[src/rtl/mem_vpi_pkg.sv]
// Shared definitions for the memory request scheduler: width helpers,
// outstanding-slot entry layout and read/write encoding.
package mem_vpi_pkg;

    // Slot fields are sized for the widest supported configuration
    // (16 channels, 32-bit transaction ids); narrower builds zero-extend.
    localparam int SLOT_CH_W  = 4;
    localparam int SLOT_TID_W = 32;

    localparam logic RW_READ  = 1'b1;
    localparam logic RW_WRITE = 1'b0;

    typedef struct packed {
        logic                  busy;
        logic [SLOT_CH_W-1:0]  ch;
        logic [SLOT_TID_W-1:0] tid;
    } slot_t;

    function automatic int log2_ceil(input int n);
        int r;
        r = 0;
        for (int i = 0; i < 32; i++) begin
            if ((1 << r) < n) r = r + 1;
        end
        return r;
    endfunction

    function automatic int ch_width(input int n);
        return (log2_ceil(n) < 1) ? 1 : log2_ceil(n);
    endfunction

    function automatic int req_width(input int addr_w, input int data_w);
        return 1 + addr_w + data_w;
    endfunction

endpackage

[src/rtl/rr_arbiter.sv]
// Round-robin arbiter: grants the first requester at or after the pointer,
// and moves the pointer past the winner when the grant is consumed.
module rr_arbiter
    import mem_vpi_pkg::*;
#(
    parameter int N = 4
) (
    input  logic         clk,
    input  logic         reset,
    input  logic [N-1:0] req,
    input  logic         advance,
    output logic [N-1:0] grant
);

    localparam int PW = ch_width(N);

    logic [PW-1:0] ptr_q, ptr_d;

    // Wrap-around search from the pointer; next pointer is winner + 1
    always_comb begin
        int j;
        grant = '0;
        ptr_d = ptr_q;
        j     = 0;
        for (int i = 0; i < N; i++) begin
            j = int'(ptr_q) + i;
            if (j >= N) j = j - N;
            if (req[PW'(j)] && (grant == '0)) begin
                grant[PW'(j)] = 1'b1;
                if (advance) ptr_d = (j == N - 1) ? '0 : PW'(j + 1);
            end
        end
    end

    // Pointer register
    always_ff @(posedge clk) begin
        if (reset) ptr_q <= '0;
        else       ptr_q <= ptr_d;
    end

endmodule

[src/rtl/mem_req_scheduler.sv]
// Multi-channel memory request scheduler: pops request FIFOs round-robin,
// tags each request with a free outstanding slot, and routes tagged
// responses back to the originating channel's response FIFO.
module mem_req_scheduler
    import mem_vpi_pkg::*;
#(
    parameter int NUM_CH     = 4,
    parameter int DATA_WIDTH = 32,
    parameter int ADDR_WIDTH = 31,
    parameter int TID_WIDTH  = 16,
    parameter int MAX_OUT    = 8,
    localparam int REQ_WIDTH      = req_width(ADDR_WIDTH, DATA_WIDTH),
    localparam int DP_DATA_WIDTH  = TID_WIDTH + REQ_WIDTH,
    localparam int VPI_DATA_WIDTH = TID_WIDTH + DATA_WIDTH,
    localparam int TAG_WIDTH      = log2_ceil(MAX_OUT)
) (
    input  logic                             clk,
    input  logic                             reset,
    input  logic [NUM_CH*DP_DATA_WIDTH-1:0]  incoming_data,
    input  logic [NUM_CH-1:0]                empty_signal,
    output logic [NUM_CH-1:0]                read_ctr,
    output logic [NUM_CH*VPI_DATA_WIDTH-1:0] outgoing_data,
    input  logic [NUM_CH-1:0]                full_signal,
    output logic [NUM_CH-1:0]                write_ctr,
    output logic                             mem_req_valid,
    input  logic                             mem_req_ready,
    output logic                             mem_req_rw,
    output logic [ADDR_WIDTH-1:0]            mem_req_addr,
    output logic [DATA_WIDTH-1:0]            mem_req_data,
    output logic [TAG_WIDTH-1:0]             mem_req_tag,
    input  logic                             mem_rsp_valid,
    output logic                             mem_rsp_ready,
    input  logic [TAG_WIDTH-1:0]             mem_rsp_tag,
    input  logic [DATA_WIDTH-1:0]            mem_rsp_data,
    output logic [TAG_WIDTH:0]               outstanding,
    output logic                             tag_error
);

    localparam logic [TAG_WIDTH:0] OUT_ONE = (TAG_WIDTH + 1)'(1);

    slot_t slot_q [MAX_OUT];
    slot_t slot_d [MAX_OUT];

    logic                             req_valid_q, req_valid_d;
    logic                             req_rw_q, req_rw_d;
    logic [ADDR_WIDTH-1:0]            req_addr_q, req_addr_d;
    logic [DATA_WIDTH-1:0]            req_data_q, req_data_d;
    logic [TAG_WIDTH-1:0]             req_tag_q, req_tag_d;
    logic [NUM_CH-1:0]                write_ctr_q, write_ctr_d;
    logic [NUM_CH*VPI_DATA_WIDTH-1:0] outgoing_q, outgoing_d;
    logic [TAG_WIDTH:0]               outstanding_q, outstanding_d;
    logic                             tag_error_q, tag_error_d;

    logic [NUM_CH-1:0]        grant;
    logic                     issue;
    logic                     free_found;
    logic [TAG_WIDTH-1:0]     free_idx;
    logic [DP_DATA_WIDTH-1:0] sel_req;
    logic [SLOT_CH_W-1:0]     sel_ch;
    slot_t                    rsp_slot;
    logic                     rsp_full;
    logic                     rsp_fire;

    rr_arbiter #(.N(NUM_CH)) u_arb (
        .clk     (clk),
        .reset   (reset),
        .req     (~empty_signal),
        .advance (issue),
        .grant   (grant)
    );

    // Lowest-index free slot (descending scan so the lowest wins)
    always_comb begin
        free_found = 1'b0;
        free_idx   = '0;
        for (int i = MAX_OUT - 1; i >= 0; i--) begin
            if (!slot_q[i].busy) begin
                free_found = 1'b1;
                free_idx   = TAG_WIDTH'(i);
            end
        end
    end

    // Head entry and index of the granted channel
    always_comb begin
        sel_req = '0;
        sel_ch  = '0;
        for (int c = 0; c < NUM_CH; c++) begin
            if (grant[c]) begin
                sel_req = incoming_data[c*DP_DATA_WIDTH +: DP_DATA_WIDTH];
                sel_ch  = SLOT_CH_W'(c);
            end
        end
    end

    assign issue = !reset && (|(~empty_signal)) && free_found &&
                   (!req_valid_q || mem_req_ready);
    assign read_ctr = issue ? grant : '0;

    assign rsp_slot = slot_q[mem_rsp_tag];

    // Full flag of the channel owning the addressed slot
    always_comb begin
        rsp_full = 1'b0;
        for (int c = 0; c < NUM_CH; c++) begin
            if (rsp_slot.ch == SLOT_CH_W'(c)) rsp_full = full_signal[c];
        end
    end

    // Stray tags are always accepted so they can be dropped and flagged
    assign mem_rsp_ready = !rsp_slot.busy || !rsp_full;
    assign rsp_fire      = mem_rsp_valid && mem_rsp_ready;

    // Next state: response retires a slot, issue allocates one
    always_comb begin
        slot_d        = slot_q;
        req_valid_d   = req_valid_q;
        req_rw_d      = req_rw_q;
        req_addr_d    = req_addr_q;
        req_data_d    = req_data_q;
        req_tag_d     = req_tag_q;
        write_ctr_d   = '0;
        outgoing_d    = outgoing_q;
        outstanding_d = outstanding_q;
        tag_error_d   = tag_error_q;

        if (rsp_fire) begin
            if (rsp_slot.busy) begin
                slot_d[mem_rsp_tag].busy = 1'b0;
                outstanding_d = outstanding_d - OUT_ONE;
                for (int c = 0; c < NUM_CH; c++) begin
                    if (rsp_slot.ch == SLOT_CH_W'(c)) begin
                        write_ctr_d[c] = 1'b1;
                        outgoing_d[c*VPI_DATA_WIDTH +: VPI_DATA_WIDTH] =
                            {TID_WIDTH'(rsp_slot.tid), mem_rsp_data};
                    end
                end
            end else begin
                tag_error_d = 1'b1;
            end
        end

        // The allocated slot was free in slot_q, so it never collides with
        // the slot retired above in the same cycle.
        if (issue) begin
            slot_d[free_idx] = '{busy: 1'b1,
                                 ch:   sel_ch,
                                 tid:  SLOT_TID_W'(sel_req[DP_DATA_WIDTH-1 -: TID_WIDTH])};
            outstanding_d = outstanding_d + OUT_ONE;
            req_valid_d   = 1'b1;
            req_rw_d      = sel_req[REQ_WIDTH-1] ? RW_READ : RW_WRITE;
            req_addr_d    = sel_req[DATA_WIDTH +: ADDR_WIDTH];
            req_data_d    = sel_req[DATA_WIDTH-1:0];
            req_tag_d     = free_idx;
        end else if (mem_req_ready) begin
            req_valid_d = 1'b0;
        end
    end

    // State registers
    always_ff @(posedge clk) begin
        if (reset) begin
            for (int i = 0; i < MAX_OUT; i++) slot_q[i] <= '0;
            req_valid_q   <= 1'b0;
            req_rw_q      <= 1'b0;
            req_addr_q    <= '0;
            req_data_q    <= '0;
            req_tag_q     <= '0;
            write_ctr_q   <= '0;
            outgoing_q    <= '0;
            outstanding_q <= '0;
            tag_error_q   <= 1'b0;
        end else begin
            for (int i = 0; i < MAX_OUT; i++) slot_q[i] <= slot_d[i];
            req_valid_q   <= req_valid_d;
            req_rw_q      <= req_rw_d;
            req_addr_q    <= req_addr_d;
            req_data_q    <= req_data_d;
            req_tag_q     <= req_tag_d;
            write_ctr_q   <= write_ctr_d;
            outgoing_q    <= outgoing_d;
            outstanding_q <= outstanding_d;
            tag_error_q   <= tag_error_d;
        end
    end

    assign mem_req_valid = req_valid_q;
    assign mem_req_rw    = req_rw_q;
    assign mem_req_addr  = req_addr_q;
    assign mem_req_data  = req_data_q;
    assign mem_req_tag   = req_tag_q;
    assign write_ctr     = write_ctr_q;
    assign outgoing_data = outgoing_q;
    assign outstanding   = outstanding_q;
    assign tag_error     = tag_error_q;

endmodule

[config.mk]
export PLATFORM = sky130hd
export DESIGN_NAME = mem_req_scheduler
export DESIGN_NICKNAME = d
export VERILOG_FILES = /design/src/rtl/mem_vpi_pkg.sv /design/src/rtl/rr_arbiter.sv /design/src/rtl/mem_req_scheduler.sv
export SDC_FILE = /design/constraint.sdc
export NUM_CORES = 1
export LEC_CHECK = 0
export CORE_AREA = 2 2 253 255
export DETAILED_ROUTE_END_ITERATION = 6
export DIE_AREA = 0 0 255 257
export SYNTH_ARGS = -nofsm -noshare
export SYNTH_HDL_FRONTEND = slang
export SYNTH_SLANG_ARGS = --single-unit
[constraint.sdc]
create_clock -name clk -period 9.2 [get_ports clk]
set_input_delay 1.84 -clock clk [delete_from_list [all_inputs] [get_ports clk]]
set_output_delay 1.84 -clock clk [all_outputs]
set_load 0.01 [all_outputs]
== Word level (Yosys, flattened, before mapping) ==
Index checks and enable logic that the tools add are counted.
Storage, ports and cells
  input bits: 367
  output and inout port bits: 274
  register bits after elaboration: 567
Cells by class
  $lt $le $gt $ge: 16
  $add $sub $neg: 13
  reduce and logical (&&, ||, !) cells: 31
  mux-type cells: 90
  equality and inequality tests: 7
  bitwise logic cells: 8
Operators with widths (number)
  296-bit 2-to-1 mux: 3
  296-bit bitwise mux: 2
  80-bit 2-to-1 mux: 4
  37-bit demux with 3-bit select: 2
  37-bit 2-to-1 mux: 4
  32-bit by 3-bit equality test with 1-bit output, second input constant: 4
  32-bit 2-to-1 mux: 4
  37-bit binary-select mux with 3-bit select: 1
  32-bit by 4-bit greater-or-equal comparator with 1-bit output, second input constant: 3
  32-bit by 4-bit subtractor with 32-bit output, second input constant: 3
  4-bit 2-to-1 mux: 10
  1-bit 2-to-1 mux: 32
  2-bit 2-to-1 mux: 12
  3-bit 2-to-1 mux: 8
  4-bit zero test: 4
  2-bit by 4-bit < comparator with 1-bit output, second input constant: 4
  1-bit logical AND: 13
  4-bit bitwise OR: 3
  3-bit AND reduction: 4
  2-bit adder, second input constant: 4
  1-bit binary-select mux with 2-bit select: 4
  1-bit demux with 2-bit select: 4
  4-bit by 2-bit equality test with 1-bit output, second input constant: 2
  2-bit by 1-bit greater-or-equal comparator with 1-bit output, second input constant: 4
  other kinds (18): 27

== Logic depth before layout (Yosys ltp) ==
Gate-level depths: netlist of the first run.
  word-level depth: 22
  gate-level depth with buffers: 16

== Hierarchy ==
A second synthesis of the first run with hierarchy kept.
Unflattened totals
  cells, all modules: 2304
  area total of the unflattened synthesis: 18715.4 um2
Modules (own cells, without submodules)
  mem_req_scheduler: cells an instance 2201, area an instance 17787.1 um2, sequential area each 8428.1 um2, instances 1
  rr_arbiter: cells an instance 103, area an instance 928.4 um2, sequential area each 40.0 um2, instances 1

== Least setup slack after synthesis of the first run ==
OpenSTA, ideal clock, no wires.
  path kind: input-to-output
  start: input port empty_signal[2]
  end: output port read_ctr[3]
  required time: 7360 ps
  cell stages on the path: 10
  setup slack: 3299 ps
  data arrival time: 4061 ps
  cells stage by stage: clkbuf_1 -> mux4_2 -> a21oi_1 -> a221oi_2 -> a31oi_2 -> a41oi_2 -> buf_4 -> buf_4 -> buf_4 -> nor2_1
On the way
  cells in the longest elaborated chain, start to end: 15
  elaborated cells between the ends (all ways): 31
Ends and longest elaborated chain
  start: declaration: line mem_req_scheduler.sv:20  | input logic [NUM_CH-1:0] empty_signal,
  4-bit NOT (*): line mem_req_scheduler.sv:67, mem_req_scheduler.sv:96
  1-bit binary-select mux with 2-bit select: line rr_arbiter.sv:28  | if (req[PW'(j)] && (grant == '0)) begin
  1-bit 2-to-1 mux (implied by the code) (2 in series): line rr_arbiter.sv:28
  4-bit 2-to-1 mux: line rr_arbiter.sv:28
  4-bit zero test: line rr_arbiter.sv:28
  1-bit logical AND: line rr_arbiter.sv:28
  4-bit 2-to-1 mux: line rr_arbiter.sv:28
  4-bit zero test: line rr_arbiter.sv:28
  1-bit logical AND: line rr_arbiter.sv:28
  4-bit 2-to-1 mux: line rr_arbiter.sv:28
  4-bit zero test: line rr_arbiter.sv:28
  1-bit logical AND: line rr_arbiter.sv:28
  4-bit 2-to-1 mux: line rr_arbiter.sv:28
  4-bit 2-to-1 mux (*): line mem_req_scheduler.sv:98  | assign read_ctr = issue ? grant : '0;
  end: declaration: line mem_req_scheduler.sv:21  | output logic [NUM_CH-1:0] read_ctr,
Every way passes the cells marked *; elsewhere a longest branch is shown, timed or not. The select of a mux whose other input is x is not followed.

== Worst setup path in the final report of the first run ==
  start: register u_arb.ptr_q[0]
  end: output port read_ctr[2]
On the way
  cells in the longest elaborated chain, start to end: 17
  elaborated cells between the ends (all ways): 61
Ends and longest elaborated chain
  start: declaration: line rr_arbiter.sv:17  | logic [PW-1:0] ptr_q, ptr_d;
  start signal: assignment: line rr_arbiter.sv:38  | else ptr_q <= ptr_d;
  branches (longest 15 deep; another with 32-bit by 4-bit subtractor with 32-bit output)
  4-bit 2-to-1 mux (*): line rr_arbiter.sv:28
  4-bit 2-to-1 mux (*): line mem_req_scheduler.sv:98
Mark *: on every way between the ends. The select of a mux whose other input is x is not followed.

==> key figures, run 1 <==
CTS
  – Post_cts resized: 0
  – CTS tree: built
  – Clk_lat worst skew: 620 ps
  – Cts bufs inserted: 47
  – CTS clk-pin slew, worst paths: 60 ps
  – CTS Hold Bufs: 0
  – Clk sink count: 423
  – Post-CTS setup buffers: 0
  – Clock buffer depth: 3
  – H-tree depth: 2
  – CTS Root Buffer Type: clkbuf_16

Critical path
  – FF-to-FF End: mem_req_data[27]
  – RR Startpoint: u_arb.ptr_q[0]
  – Critical path peak fanout: 20
  – WS Path Type: register to output port
  – Startpoint Class: register
  – Worst EP required: 7360 ps
  – CP delay by family, top: compound AO/OA/AOI/OAI gates
  – Worst r2r path cells: 11
  – Levels on crit path: 9
  – Slowest stage cell, crit path: dfxtp_1
  – Crit path largest cell delay: 840 ps
  – Arr. time, crit path: 5230 ps
  – Crit. End Element: output port
  – CP Capture Point: read_ctr[2]
  – Critical Path Start: u_arb.ptr_q[0]
  – Crit-path cells: inv_1 -> ha_1 -> mux4_2 -> a21oi_1 -> a21o_1 -> nand4_1 -> o31ai_4 -> and2_1 -> clkdlybuf4s50_1
  – CP Buf/Inv Count: 2
  – R2R setup slack: 3600 ps

Synthesis
  – Synth Area in Simple Gates: 19.01%
  – Complex-gate fraction of the synthesized area: 27.03%
  – Asr flop ratio synth: 0%
  – Post-synth EDFFs: 0
  – Synth area leader: dfxtp_1
  – Seq cells post-synth: 423
  – Dominant synthesized flop cell: dfxtp_1
  – Post-synthesis mux area share: 2.016%
  – Most area-consuming cells after synthesis: dfxtp_1 (46%), nand2_1 (6.7%), a21oi_1 (5.8%), o21ai_0 (3.7%), nand3_1 (3.6%)
  – Post-synth top cells: dfxtp_1 (423), nand2_1 (329), a21oi_1 (216), nor2_1 (174), clkbuf_1 (148)
  – Synth Area in XOR/XNOR: 0.1894%
  – Post-synthesis adder-cell area fraction: 0.6764%
  – Syn Nets: 2571
  – Main combinational cell family by area after synthesis: compound AO/OA/AOI/OAI gates
  – Top cell type's share of synthesized area: 45.78%
  – Synthesis Warnings: 0
  – Post-Syn Instances: 2194
  – Avg Cell Area, Syn: 8.432 sq um
  – Seq/Total Area, Yosys: 45.78%
  – Top-count cell post-synth: dfxtp_1
  – Netlist Area Pre-Place: 18500 sq um
  – Synth unique cells: 76

Floorplan
  – Initial Utilization: 29.49%
  – Core region area: 62740 sq um
  – Top-Level Pins: 641
  – Die area: 65540 sq um
  – FP Rows: 92
  – Chip width: 255 um
  – Die height: 257 um

STA
  – Final setup viols: 0
  – Period utilisation layout: 76.84%
  – Final hold vios: 0
  – Clock skew: 48.61 ps
  – RSZ-0062 raised after global routing: no
  – Worst slew pin tran: 1146 ps
  – Max-slew violations: 0
  – Final Hold Slack: 450.9 ps
  – Setup TNS: 0 ps
  – Fmax: 141.5 MHz
  – Crit path time final: 7069 ps
  – Max-slew headroom: 23.33%
  – Worst setup margin: 2131 ps

Global routing
  – Remaining Overflow, GRT: 0
  – Initial antenna violation count: 14
  – Number of global-route vias before repair: 18290
  – First-pass GRT wire length: 112800 um
  – Largest net degree at the start of global routing: 106
  – All-layer global routing usage: 22.42%

Detailed routing
  – Routed WL: 76740 um
  – Via count: 18960
  – Vias/cell: 5.260
  – Initial DRC Count: 1506
  – DR WL/cell: 21.29 um
  – Router iterations before antenna repair: 7
  – DRC: 0
  – Antenna Nets Post-Route: 0

Layout
  – Cell Count, Final, Fillers Out: 3604
  – Fraction of layout cells with a size suffix above 1: 8.992%
  – Filler instances: 6183
  – Area Overhead vs Synth: 45.69%
  – Nets: 3090

Placed design
  – Port Buffers: 640
  – Post-DP HPWL: 54340 um
  – Placed insts: 3510
  – Gpl congestion: 0.9057
  – Pre-CTS setup slack: 2165 ps

Worst hold path
  – Worst hold path type: register to register

Power and ir drop
  – Worst vdd ir: 0.0002953 V
  – Pwr dens: 265.9 nW/um^2
  – Lkg Pwr: 0.009241 uW

Run status
  – Status: finished clean

Flow run
  – MaxCap Viol Count: 0
==> routing by layer <==
| layer | vias to the layer above | GRT usage [%] | share of wire (%) |
|---|---|---|---|
| li1 | 8960 | - | - |
| met1 | 9031 | 26.75 | 39 |
| met2 | 815 | 38.58 | 49 |
| met3 | 142 | 5.199 | 7.8 |
| met4 | 8 | 9.016 | 3.4 |
| met5 | - | 0 | 0.065 |
==> power breakdown <==
part	total [uW]	switching [uW]	internal [uW]
Sequential	2090	105	1980
Clock	1890	809	1080
Combinational	3190	1950	1240
Total	7170	2860	4300
==> logic make-up after synthesis <==
family / count (synthesis)
buf+inv: 221
fa+ha+maj: 10
simple gates: 794
flops: 423
xor+xnor: 4
mux: 30
compound gates: 712
==> worst min path at each step <==
stage | start | endpoint | slack, ps | depth (start not counted)
after CTS | outgoing_data[108] | outgoing_data[108] | 450 | 2
after floorplan | slot_q[154] | slot_q[154] | 440 | 2
after global placement | outgoing_data[0] | outgoing_data[0] | 440 | 2
after global routing | outgoing_data[52] | outgoing_data[52] | 470 | 2
final | outgoing_data[56] | outgoing_data[56] | 450 | 2
after detailed placement | outgoing_data[108] | outgoing_data[108] | 450 | 2
==> through the flow <==
| step | total power [uW] | instance area (sq um) | utilization (%) |
|---|---|---|---|
| detailed placement | 5303 | 25370 | 40.44 |
| global route | 7543 | 26950 | 42.95 |
| CTS | 7211 | 26920 | 42.92 |
| global placement | 5267 | 25370 | 40.44 |
| floorplan | 4306 | 18500 | - |
| finish | 7167 | 26950 | 42.96 |
==> tightest hold or removal path, delay by kind of cell, from the launching register on <==
kind | cells | cell delay (ps)
AND/OR/NAND/NOR | 1 | 50
flip-flops | 1 | 300
AO/OA/AOI/OAI | 1 | 50
==> flip-flops by register name, summed over array words and instances (netlist names) <==
register	cells
mem_req_tag	3
u_arb.ptr_q	2
mem_req_data	32
mem_req_valid	1
outgoing_data	192
slot_q	152
mem_req_rw	1
write_ctr	4
mem_req_addr	31
tag_error	1
outstanding	4
==> final cells by class <==
cell class	instances	area, sq um	share of cell area (%)
Tap cell	846	1059	3.927
Antenna cell	11	27.53	0.1021
Inverter	23	91.34	0.3389
Clock inverter	13	130.1	0.4828
Clock buffer	70	1423	5.278
Sequential cell	423	8468	31.42
Timing Repair Buffer	668	6618	24.55
Multi-Input combinational cell	1550	9136	33.90
==> cell usage in the layout, fill, tap and decap left out, drive strengths merged, types with 5 or more instances in the layout <==
cell	Yosys	layout
a21oi	217	217
a221o	17	17
a221oi	36	36
a222oi	32	32
a22oi	66	66
a31o	65	65
a31oi	6	6
and2	8	8
and3	6	6
buf	50	29
clkbuf	148	70
clkdlybuf4s50	0	639
clkinv	1	8
dfxtp	423	423
diode	0	11
ha	10	10
inv	22	24
mux2	8	8
mux2i	17	17
mux4	5	5
nand2	329	329
nand2b	5	5
nand3	134	134
nand3b	19	19
nand4	21	21
nor2	174	174
nor2b	6	6
nor3	72	72
nor3b	7	7
o211ai	17	17
o21a	7	7
o21ai	217	217
No activity file was read; power rests on OpenSTA's default activity.
==> run 2, diff against run 1 <==
==> constraint.sdc (replaced) <==
create_clock -name clk -period 6.9 [get_ports clk]
set_input_delay 1.38 -clock clk [delete_from_list [all_inputs] [get_ports clk]]
set_output_delay 1.38 -clock clk [all_outputs]
set_load 0.01 [all_outputs]
==> run 2 against run 1 <==
Against the previous run: global-route usage hardly changed; core utilization is 0.14 points higher; worst setup slack worse by 1400 ps; largest cell class unchanged; worst hold slack better by 1.5 ps; final cell count rose by 0.17%; critical endpoint is now read_ctr[1]; register-to-register slack worse by 2000 ps; via count shrank 0.34%.
==> key figures, run 2 (synthesized netlist as in run 1, its figures left out) <==
Power and ir drop
  – Pwr dens: 358.8 nW/um^2 (was 265.9 nW/um^2)
  – Lkg Pwr: 0.009294 uW (was 0.009241 uW)
  – Final Total Pwr: 9703 uW (was 7167 uW)
  – Worst vdd ir: 0.0003021 V (was 0.0002953 V)

Critical path
  – Top cell by count, worst path: buf_4
  – WS Path Type: register to output port (unchanged)
  – CP Buf/Inv Count: 4 (was 2)
  – RR Startpoint: u_arb.ptr_q[1] (was u_arb.ptr_q[0])
  – Crit-path cells: inv_1 -> ha_1 -> buf_4 -> mux4_2 -> a21oi_1 -> a221oi_2 -> a221o_1 -> o41ai_4 -> buf_4 -> and2_1 -> clkdlybuf4s50_1 (was inv_1 -> ha_1 -> mux4_2 -> a21oi_1 -> a21o_1 -> nand4_1 -> o31ai_4 -> and2_1 -> clkdlybuf4s50_1)
  – R2R setup slack: 1580 ps (was 3600 ps)
  – Crit. End Element: output port (unchanged)
  – Worst r2r path cells: 13 (was 11)
  – Worst EP required: 5520 ps (was 7360 ps)
  – Arr. time, crit path: 4790 ps (was 5230 ps)
  – Slowest stage cell, crit path: dfxtp_1 (unchanged)
  – CP delay by family, top: buffers and inverters (was compound AO/OA/AOI/OAI gates)
  – Startpoint Class: register (unchanged)
  – Critical path peak fanout: 22 (was 20)
  – Crit path largest cell delay: 800 ps (was 840 ps)
  – FF-to-FF End: slot_q[254] (was mem_req_data[27])

Floorplan
  – FP Rows: 92 (unchanged)
  – Top-Level Pins: 641 (unchanged)
  – Die height: 257 um (unchanged)
  – Initial Utilization: 29.49% (unchanged)
  – Die area: 65540 sq um (unchanged)
  – Core region area: 62740 sq um (unchanged)
  – Chip width: 255 um (unchanged)

CTS
  – H-tree depth: 2 (unchanged)
  – Clock buffer depth: 3 (unchanged)
  – Clk sink count: 423 (unchanged)
  – Post_cts resized: 0 (unchanged)
  – CTS Hold Bufs: 0 (unchanged)
  – Clk_lat worst skew: 610 ps (was 620 ps)
  – Post-CTS setup buffers: 0 (unchanged)
  – Cts bufs inserted: 47 (unchanged)
  – CTS Root Buffer Type: clkbuf_16 (unchanged)
  – CTS tree: built (unchanged)
  – CTS clk-pin slew, worst paths: 60 ps (about the same)

Placed design
  – Port Buffers: 640 (unchanged)
  – Pre-CTS setup slack: 850.9 ps (was 2165 ps)
  – Post-DP HPWL: 54620 um (was 54340 um)
  – Gpl congestion: 0.9180 (was 0.9057)
  – Placed insts: 3512 (was 3510)

Layout
  – Area Overhead vs Synth: 46.17% (was 45.69%)
  – Number of flip-flops in the largest register: 192 (unchanged)
  – Most frequent cells in the layout: clkdlybuf4s50_1 (639), dfxtp_1 (423), nand2_1 (325), a21oi_1 (216), nor2_1 (172) (unchanged)
  – Multi-input gate area: 9136 sq um (unchanged)
  – Core Util, Final: 43.10% (was 42.96%)
  – Fraction of layout cells with a size suffix above 1: 9.117% (was 8.992%)
  – Filler instances: 6150 (was 6183)
  – Sequential cell area: 8468 sq um (unchanged)
  – Nets: 3092 (was 3090)
  – Commonest non-fill, non-tap cell in the layout: clkdlybuf4s50_1 (unchanged)
  – Cell Count, Final, Fillers Out: 3610 (was 3604)

Global routing
  – All-layer global routing usage: 22.42% (about the same)
  – Initial antenna violation count: 15 (was 14)
  – First-pass GRT wire length: 112900 um (was 112800 um)
  – Largest net degree at the start of global routing: 131 (was 106)
  – Remaining Overflow, GRT: 0 (unchanged)
  – Number of global-route vias before repair: 18190 (was 18290)

Detailed routing
  – Vias/cell: 5.233 (was 5.260)
  – Initial DRC Count: 1539 (was 1506)
  – Antenna Nets Post-Route: 0 (unchanged)
  – Router iterations before antenna repair: 6 (was 7)
  – Via count: 18890 (was 18960)
  – DRC: 0 (unchanged)
  – DR WL/cell: 21.33 um (was 21.29 um)
  – Routed WL: 77000 um (was 76740 um)

STA
  – Worst setup margin: 728.8 ps (was 2131 ps)
  – Period utilisation layout: 89.44%
  – Final hold vios: 0 (unchanged)
  – RSZ-0062 raised after global routing: no (unchanged)
  – Fmax: 162.0 MHz
  – Final setup viols: 0 (unchanged)
  – Setup TNS: 0 ps (unchanged)
  – Crit path time final: 6171 ps
  – Max-slew violations: 0 (unchanged)
  – Clock skew: 50.96 ps (was 48.61 ps)
  – Worst slew pin tran: 1195 ps (was 1146 ps)
  – Max-slew headroom: 20.30% (was 23.33%)

Run status
  – Status: finished clean (unchanged)

Worst hold path
  – Worst hold path type: register to register (unchanged)
  – Hold Path Depth: 2 (unchanged)
  – HP Start: outgoing_data[10] (was outgoing_data[56])
  – Hold EP: outgoing_data[10] (was outgoing_data[56])

Flow run
  – MaxCap Viol Count: 0 (unchanged)
[run 2: worst max-delay path by stage]
stage / startpoint / end / slack, ps / depth (start not counted)
6_report: u_arb.ptr_q[1] / read_ctr[1] / 730 / 11
5_1_grt: u_arb.ptr_q[1] / read_ctr[1] / 510 / 11
4_1_cts: u_arb.ptr_q[1] / read_ctr[1] / 720 / 11
3_5_place_dp: empty_signal[3] / read_ctr[1] / 850 / 9
3_3_place_gp: mem_rsp_tag[1] / mem_rsp_ready / 880 / 8
2_1_floorplan: empty_signal[2] / read_ctr[3] / 1920 / 10
[run 2: routing by layer]
layer | share of wire (%) | GRT usage [%] | wire length [um] | vias up
li1 | - | - | - | 8997
met1 | 40 | 27.01 | 30470 | 8994
met2 | 49 | 38.19 | 37780 | 756
met3 | 7.4 | 4.683 | 5728 | 136
met4 | 3.9 | 10.01 | 2973 | 8
met5 | 0.061 | 0 | 47 | -
[run 2: area by class of cell]
cell class	instances	area share, %
Antenna cell	11	0.1018
Clock buffer	68	5.085
Clock inverter	19	0.8792
Inverter	23	0.3378
Multi-Input combinational cell	1550	33.79
Sequential cell	423	31.32
Tap cell	846	3.915
Timing Repair Buffer	670	24.58
[run 2: tightest hold or removal path, stage by stage (launching register included)]
cell and delay, ps:
dfxtp_1 310, nand2_1 50, a21oi_1 50
[run 2: report_power, final]
group	internal, uW	total (uW)	switching, uW
sequential	2650	2770	129
clock	1510	2600	1090
combinational	1690	4330	2640
[run 2: metrics by stage]
stage,hold slack [ps],instance area [sq um]
floorplan,439.9,18500
global placement,440.5,25400
detailed placement,445.7,25400
CTS,454.2,27010
global route,468.5,27040
finish,452.5,27040
